File: config.mk
export PLATFORM = sky130hd
export DESIGN_NAME = dvp_rgb565_transmitter_flat
export DESIGN_NICKNAME = d
export VERILOG_FILES = /design/src/rtl/dvp_rgb565_transmitter_if.sv /design/src/rtl/dvp_rgb565_transmitter.sv /design/src/flat_wrapper.sv
export SDC_FILE = /design/constraint.sdc
export NUM_CORES = 1
export LEC_CHECK = 0
export BUFFER_PORTS_ARGS = -buffer_cell sky130_fd_sc_hd__buf_2
export CAP_MARGIN = 20
export CORE_ASPECT_RATIO = 0.7
export CORE_MARGIN = 4
export CORE_UTILIZATION = 61
export CTS_CLUSTER_DIAMETER = 150
export CTS_CLUSTER_SIZE = 16
export DETAILED_ROUTE_END_ITERATION = 16
export HOLD_SLACK_MARGIN = 0.02
export MAX_ROUTING_LAYER = met4
export PLACE_DENSITY = 0.89
export SYNTH_ARGS = -nofsm -noshare
export SYNTH_HDL_FRONTEND = slang
export SYNTH_SLANG_ARGS = --single-unit
export TNS_END_PERCENT = 5
File: constraint.sdc
create_clock -name cmos_pclk -period 4.9 [get_ports cmos_pclk]
set_input_delay 0.98 -clock cmos_pclk [delete_from_list [all_inputs] [get_ports cmos_pclk]]
set_output_delay 0.98 -clock cmos_pclk [all_outputs]
set_load 0.1 [all_outputs]
File: src/rtl/dvp_rgb565_transmitter_if.sv
// dvp_rgb565_transmitter_if: upstream pixel handshake plus DVP byte bus
interface dvp_rgb565_transmitter_if;
  logic [15:0] pix_data;
  logic        pix_valid;
  logic        pix_ready;
  logic        cmos_vsync;
  logic        cmos_href;
  logic [7:0]  cmos_data;
  modport master (input pix_data, pix_valid, output pix_ready, cmos_vsync, cmos_href, cmos_data);
  modport slave  (output pix_data, pix_valid, input pix_ready, cmos_vsync, cmos_href, cmos_data);
endinterface

File: src/rtl/dvp_rgb565_transmitter.sv
// dvp_rgb565_transmitter: frames RGB565 pixels (upstream or colour bars) onto an 8-bit DVP bus
module dvp_rgb565_transmitter #(
  parameter int H_ACTIVE = 640,
  parameter int H_BLANK  = 144,
  parameter int V_SYNC   = 3,
  parameter int V_BACK   = 17,
  parameter int V_ACTIVE = 480,
  parameter int V_FRONT  = 10
) (
  input  logic cmos_pclk,
  input  logic sys_rstn,
  input  logic enable,
  input  logic test_pattern,
  output logic frame_start,
  output logic pix_underflow,
  dvp_rgb565_transmitter_if.master bus
);
  typedef enum logic [2:0] {IDLE, VSYNC, VBACK, ACTIVE, VFRONT} state_t;
  localparam int L  = 2*H_ACTIVE + H_BLANK;
  localparam int HW = $clog2(L);
  localparam int W  = H_ACTIVE/8;
  localparam int WW = $clog2(W+1);
  localparam logic [HW-1:0] H_LAST = HW'(L-1);
  localparam logic [HW-1:0] H_ACT  = HW'(2*H_ACTIVE);
  localparam logic [WW-1:0] W_LAST = WW'(W-1);
  localparam logic [7:0][15:0] BARS = {16'h0000, 16'h001F, 16'hF800, 16'hF81F,
                                       16'h07E0, 16'h07FF, 16'hFFE0, 16'hFFFF};
  state_t state_q, state_d;
  logic [HW-1:0] h_q, h_d;
  logic [15:0] line_q, line_d, line_last, px;
  logic [7:0] data_q, data_d, lo_q, lo_d;
  logic [WW-1:0] wid_q, wid_d;
  logic [2:0] bar_q, bar_d;
  logic mode_q, mode_d, vsync_q, vsync_d, href_q, href_d, fs_q, fs_d, uf_q, uf_d;
  logic eol, eos, act, req, rdy;
  always_ff @(posedge cmos_pclk or negedge sys_rstn)
    if (!sys_rstn) begin
      state_q <= IDLE;
      h_q     <= '0;
      line_q  <= '0;
      mode_q  <= 1'b0;
      vsync_q <= 1'b0;
      href_q  <= 1'b0;
      fs_q    <= 1'b0;
      uf_q    <= 1'b0;
      data_q  <= '0;
      lo_q    <= '0;
      wid_q   <= '0;
      bar_q   <= '0;
    end else begin
      state_q <= state_d;
      h_q     <= h_d;
      line_q  <= line_d;
      mode_q  <= mode_d;
      vsync_q <= vsync_d;
      href_q  <= href_d;
      fs_q    <= fs_d;
      uf_q    <= uf_d;
      data_q  <= data_d;
      lo_q    <= lo_d;
      wid_q   <= wid_d;
      bar_q   <= bar_d;
    end
  assign line_last = state_q == VSYNC ? 16'(V_SYNC-1) :
                     state_q == VBACK ? 16'(V_BACK-1) :
                     state_q == ACTIVE ? 16'(V_ACTIVE-1) : 16'(V_FRONT-1);
  assign eol = h_q == H_LAST;
  assign eos = eol && line_q == line_last;
  always_comb begin
    state_d = state_q;
    h_d     = '0;
    line_d  = '0;
    if (state_q == IDLE)
      state_d = enable ? VSYNC : IDLE;
    else begin
      h_d    = eol ? '0 : h_q + 1'b1;
      line_d = eos ? '0 : eol ? line_q + 16'd1 : line_q;
      if (eos)
        state_d = state_q == VSYNC ? VBACK :
                  state_q == VBACK ? ACTIVE :
                  state_q == ACTIVE ? VFRONT : enable ? VSYNC : IDLE;
    end
    mode_d = (state_d == VSYNC && state_q != VSYNC) ? test_pattern : mode_q;
  end
  // Even byte slots load a whole pixel; the odd slot replays its stored low byte.
  always_comb begin
    act     = state_q == ACTIVE && h_q < H_ACT;
    req     = act && !h_q[0];
    rdy     = req && !mode_q;
    px      = mode_q ? BARS[bar_q] : bus.pix_valid ? bus.pix_data : 16'h0000;
    vsync_d = state_q == VSYNC;
    href_d  = act;
    data_d  = !act ? 8'h00 : h_q[0] ? lo_q : px[15:8];
    lo_d    = req ? px[7:0] : lo_q;
    fs_d    = state_q == VSYNC && h_q == '0 && line_q == '0;
    uf_d    = fs_d ? 1'b0 : (rdy && !bus.pix_valid) ? 1'b1 : uf_q;
    wid_d   = !act ? '0 : !req ? wid_q : wid_q == W_LAST ? '0 : wid_q + 1'b1;
    bar_d   = !act ? '0 : (req && wid_q == W_LAST) ? bar_q + 3'd1 : bar_q;
  end
  assign bus.pix_ready  = rdy;
  assign bus.cmos_vsync = vsync_q;
  assign bus.cmos_href  = href_q;
  assign bus.cmos_data  = data_q;
  assign frame_start    = fs_q;
  assign pix_underflow  = uf_q;
endmodule

File: src/flat_wrapper.sv
// flat-port wrapper written by rule: the top's interface ports become plain ports
module dvp_rgb565_transmitter_flat 
#(
  parameter int H_ACTIVE = 640,
  parameter int H_BLANK  = 144,
  parameter int V_SYNC   = 3,
  parameter int V_BACK   = 17,
  parameter int V_ACTIVE = 480,
  parameter int V_FRONT  = 10
)
  (cmos_pclk, sys_rstn, enable, test_pattern, frame_start, pix_underflow, bus_pix_data, bus_pix_valid, bus_pix_ready, bus_cmos_vsync, bus_cmos_href, bus_cmos_data);
  dvp_rgb565_transmitter_if bus_i ();
  input  logic cmos_pclk;
  input  logic sys_rstn;
  input  logic enable;
  input  logic test_pattern;
  output logic frame_start;
  output logic pix_underflow;
  input wire logic [$bits(bus_i.pix_data)-1:0] bus_pix_data;
  input wire logic [$bits(bus_i.pix_valid)-1:0] bus_pix_valid;
  output wire logic [$bits(bus_i.pix_ready)-1:0] bus_pix_ready;
  output wire logic [$bits(bus_i.cmos_vsync)-1:0] bus_cmos_vsync;
  output wire logic [$bits(bus_i.cmos_href)-1:0] bus_cmos_href;
  output wire logic [$bits(bus_i.cmos_data)-1:0] bus_cmos_data;
  assign bus_i.pix_data = bus_pix_data;
  assign bus_i.pix_valid = bus_pix_valid;
  assign bus_pix_ready = bus_i.pix_ready;
  assign bus_cmos_vsync = bus_i.cmos_vsync;
  assign bus_cmos_href = bus_i.cmos_href;
  assign bus_cmos_data = bus_i.cmos_data;
  dvp_rgb565_transmitter #(.H_ACTIVE(H_ACTIVE), .H_BLANK(H_BLANK), .V_SYNC(V_SYNC), .V_BACK(V_BACK), .V_ACTIVE(V_ACTIVE), .V_FRONT(V_FRONT)) u_core (.cmos_pclk(cmos_pclk), .sys_rstn(sys_rstn), .enable(enable), .test_pattern(test_pattern), .frame_start(frame_start), .pix_underflow(pix_underflow), .bus(bus_i));
endmodule
==> summary.md <==
| Metric | Value |
|---|---|
| Status | complete, no violations |
| Max Freq | 292 MHz |
| Multi-input logic area | 1550 sq um |
| Post-synth EDFFs | 0 |
| PwrDens | 285 nW/um^2 |
| Largest net degree at the start of global routing | 62 |
| Worst path max stage delay | 0.50 ns |
| Initial DRT Pass Iterations | 5 |
| FF-to-FF Start | u_core.h_q[0] |
| Antenna cells | 0 |
| #FFs+latches synth | 61 |
| Primary FF master, synth | dfrtp_1 |
| Total setup buffers inserted after CTS | 0 |
| CP required | 3.92 ns |
| Worst path buffer plus inverter count | 1 |
| Share of layout cells above drive strength 1 | 16.4% |
| Commonest non-fill, non-tap cells in the layout | dfrtp_1 (61), nor2_1 (58), buf_2 (33) |
| RSZ-0062 raised after global routing | no |
| CP arrival | 2.45 ns |
| Hold_buf cts | 0 |
| Hpwl dp | 4.97 mm |
| Crit Path Class | flip-flop to output pin |
| Fin area | 3600 sq um |
| # setup viols final | 0 |
| First-pass GRT wire length | 12.1 mm |
| Overall Global Routing Usage | 25.8% |
| Syn Area/Cell | 9.27 sq um |
| Slew @ Worst Pin | 1.05 ns |
| Drt drc | 0 |
| Worst-path cell chain | and3b_1, nand2_1, nor3_1, buf_2 |
| Nets | 401 |
| Total gr overflow | 0 |
| FP Rows | 21 |
| Synth area leaders | dfrtp_1 (48%), nor2_1 (6.8%), xnor2_1 (5.5%) |
| Hold Vio Cnt, Final | 0 |
| Final Cycle Share | 69.9% |
| Critical Path Start | u_core.state_q[2] |
| Vias after detailed routing | 2692 |
| Sequential cell area | 1530 sq um |
| Syn nets | 370 |
| Setup TNS | 0 ns |
| Reg clk slew, reported paths | 0.07 ns |
| Core area | 4910 sq um |
| CTS Buf Count | 9 |
| Worst-Skew Late Latency | 0.35 ns |
| Starting Density | 64.7% |
| Die Wd | 94.3 um |
| Max Buffers Root-to-Sink | 2 |
| CTS root buf | clkbuf_8 |
| Slew HR | 30.1% |
| Crit path launch type | flip-flop |
| Synth top area share | 48.0% |
| CTS tree | done |
| Skew final | 0.00560 ns |
| Chip height | 68.4 um |
| Routed Antenna Nets | 0 |
| Peak VDD IR | 0.246 mV |
| Worst hold start | u_core.pix_underflow |
| Die ar. | 6450 sq um |
| GP Congestion | 0.888 |
| Syn Inst Count | 343 |
| Fillers | 352 |
| Worst-path fanout max | 20 |
| Final wirelength | 7.32 mm |
| Port buffer count | 33 |
| Synth cell types | 48 |
| Placed inst area | 3370 sq um |
| DRT iter0 DRCs | 354 |
| Sequential fraction of the synthesis area | 48.0% |
| Antenna violations before repair | 0 |
| Ys async rst share | 100% |
| Post-Syn Area | 3180 sq um |
| Yosys warns | 0 |
| Min Tclk post-route | 3.43 ns |
| Number of global-route vias before repair | 2476 |
| Hold Crit Class | flip-flop to flip-flop |
| Post-synth top area cell | dfrtp_1 |
| DR WL/cell | 16.3 um |
| # clock sinks | 61 |
| Post-CTS Resized | 0 |
| Critical Path End Type | output pin |
| Static leakage | 1.65 nW |
| Via/cell ratio | 6.01 |
| Top Family by Delay on Critical Path | simple AND/OR/NAND/NOR gates |
| H-tree levels | 3 |
| Commonest non-fill, non-tap cell in the layout | dfrtp_1 |
| Max-cap violations | 0 |
| Synthesis-to-finish area growth | 13.4% |
| CP max-delay cell | dfrtp_1 |
| Fin. max-slew vios | 0 |
| # IOs | 34 |
[sequential cells by signal, summed over array words and instances, names as in the netlist]
name and flops:
u_core.frame_start 1, u_core.bus.cmos_vsync 1, u_core.pix_underflow 1, u_core.line_q 16
u_core.bus.cmos_href 1, u_core.mode_q 1, u_core.lo_q 8, u_core.bus.cmos_data 8
u_core.bar_q 3, u_core.h_q 11, u_core.state_q 3, u_core.wid_q 7
[cell usage after synthesis (2+ instances only)]
cell      count
a21oi_1      32
nand3_1      19
or3_1         3
nand4_1       5
xor2_1        9
and4_1        2
nor2_1       58
o211ai_1      3
nor3b_1       2
ha_1          6
nand2b_1      3
xnor2_1      20
o31ai_1       2
or4_1         4
nor4_1        4
nand2_1      17
and3_1        6
a21o_1        2
o21ai_0       5
nand3b_1      2
a22o_1        2
nor2b_1       6
inv_1         8
buf_2         4
clkbuf_1     10
dfrtp_1      61
nor4b_1       2
mux2_2        3
nor3_1       23
and2_1        2
[final cells by class]
cell class                      instances  area share, %
Clock buffer                           10           3.82
Clock inverter                          6           2.39
Inverter                                9          0.937
Multi-Input combinational cell        257           42.9
Sequential cell                        61           42.3
Tap cell                               69           2.39
Timing Repair Buffer                   36           5.21
[metrics by stage]
stage	setup slack [ns]	hold WS, ns	power [W]	cells	util (%)
global placement	1.96	0.481	0.000537	431	68.7
floorplan	0.910	0.484	0.000518	343	-
global route	1.35	0.538	0.00106	448	73.4
detailed placement	1.88	0.492	0.000538	431	68.7
finish	1.47	0.501	0.00103	448	73.4
CTS	1.49	0.507	0.00103	447	73.2
[metal layers]
layer | GRT usage (%) | part of all wire (%) | vias to the layer above
met3 | 6.26 | 9.1 | 20
met1 | 33.6 | 44 | 1296
met4 | 10.3 | 2.1 | 0
li1 | - | - | 1257
met2 | 39.6 | 45 | 119
met5 | - | 0 | -
[worst register-to-register path: stages (launching register included)]
cell and delay (ns):
dfrtp_1 0.73, ha_1 0.31, nand3_1 0.20, or3_1 0.60, o31ai_4 0.62, nor2_1 0.14
[where the power goes]
group / internal (W) / switching [W] / leakage, nW
sequential: 0.000503 / 0 / 0.786
clock: 0.000299 / 0.000201 / 0.112
combinational: 0.00000840 / 0.0000163 / 0.754
[final timing paths]
| check | slack [ns] | endpoint | cells past startpoint |
|---|---|---|---|
| setup reg to reg | 2.15 | u_core.line_q[11] | 5 |
| setup / recovery | 1.47 | bus_pix_ready | 4 |
| max in group asynchronous | 3.61 | u_core.wid_q[2] | 2 |
| hold / removal | 0.50 | u_core.pix_underflow | 2 |
| min in group asynchronous | 0.79 | u_core.bus.cmos_data[5] | 2 |
| hold reg to reg | 0.50 | u_core.pix_underflow | 2 |
[cell families (layout without fill, tap and decap cells)]
| logic type | after synthesis | count (layout) | share of synthesized area (%) |
|---|---|---|---|
| xor gates and xnor gates | 29 | 29 | 7.99 |
| and+or+nand+nor | 165 | 165 | 26.4 |
| DFF | 61 | 61 | 48.0 |
| buffers and inverters | 25 | 61 | 3.35 |
| adders and majority gates | 6 | 6 | 2.36 |
| AOI/OAI and AO/OA | 53 | 53 | 10.5 |
| muxes | 4 | 4 | 1.38 |
Note: power is estimated with default switching activity, not from simulation.
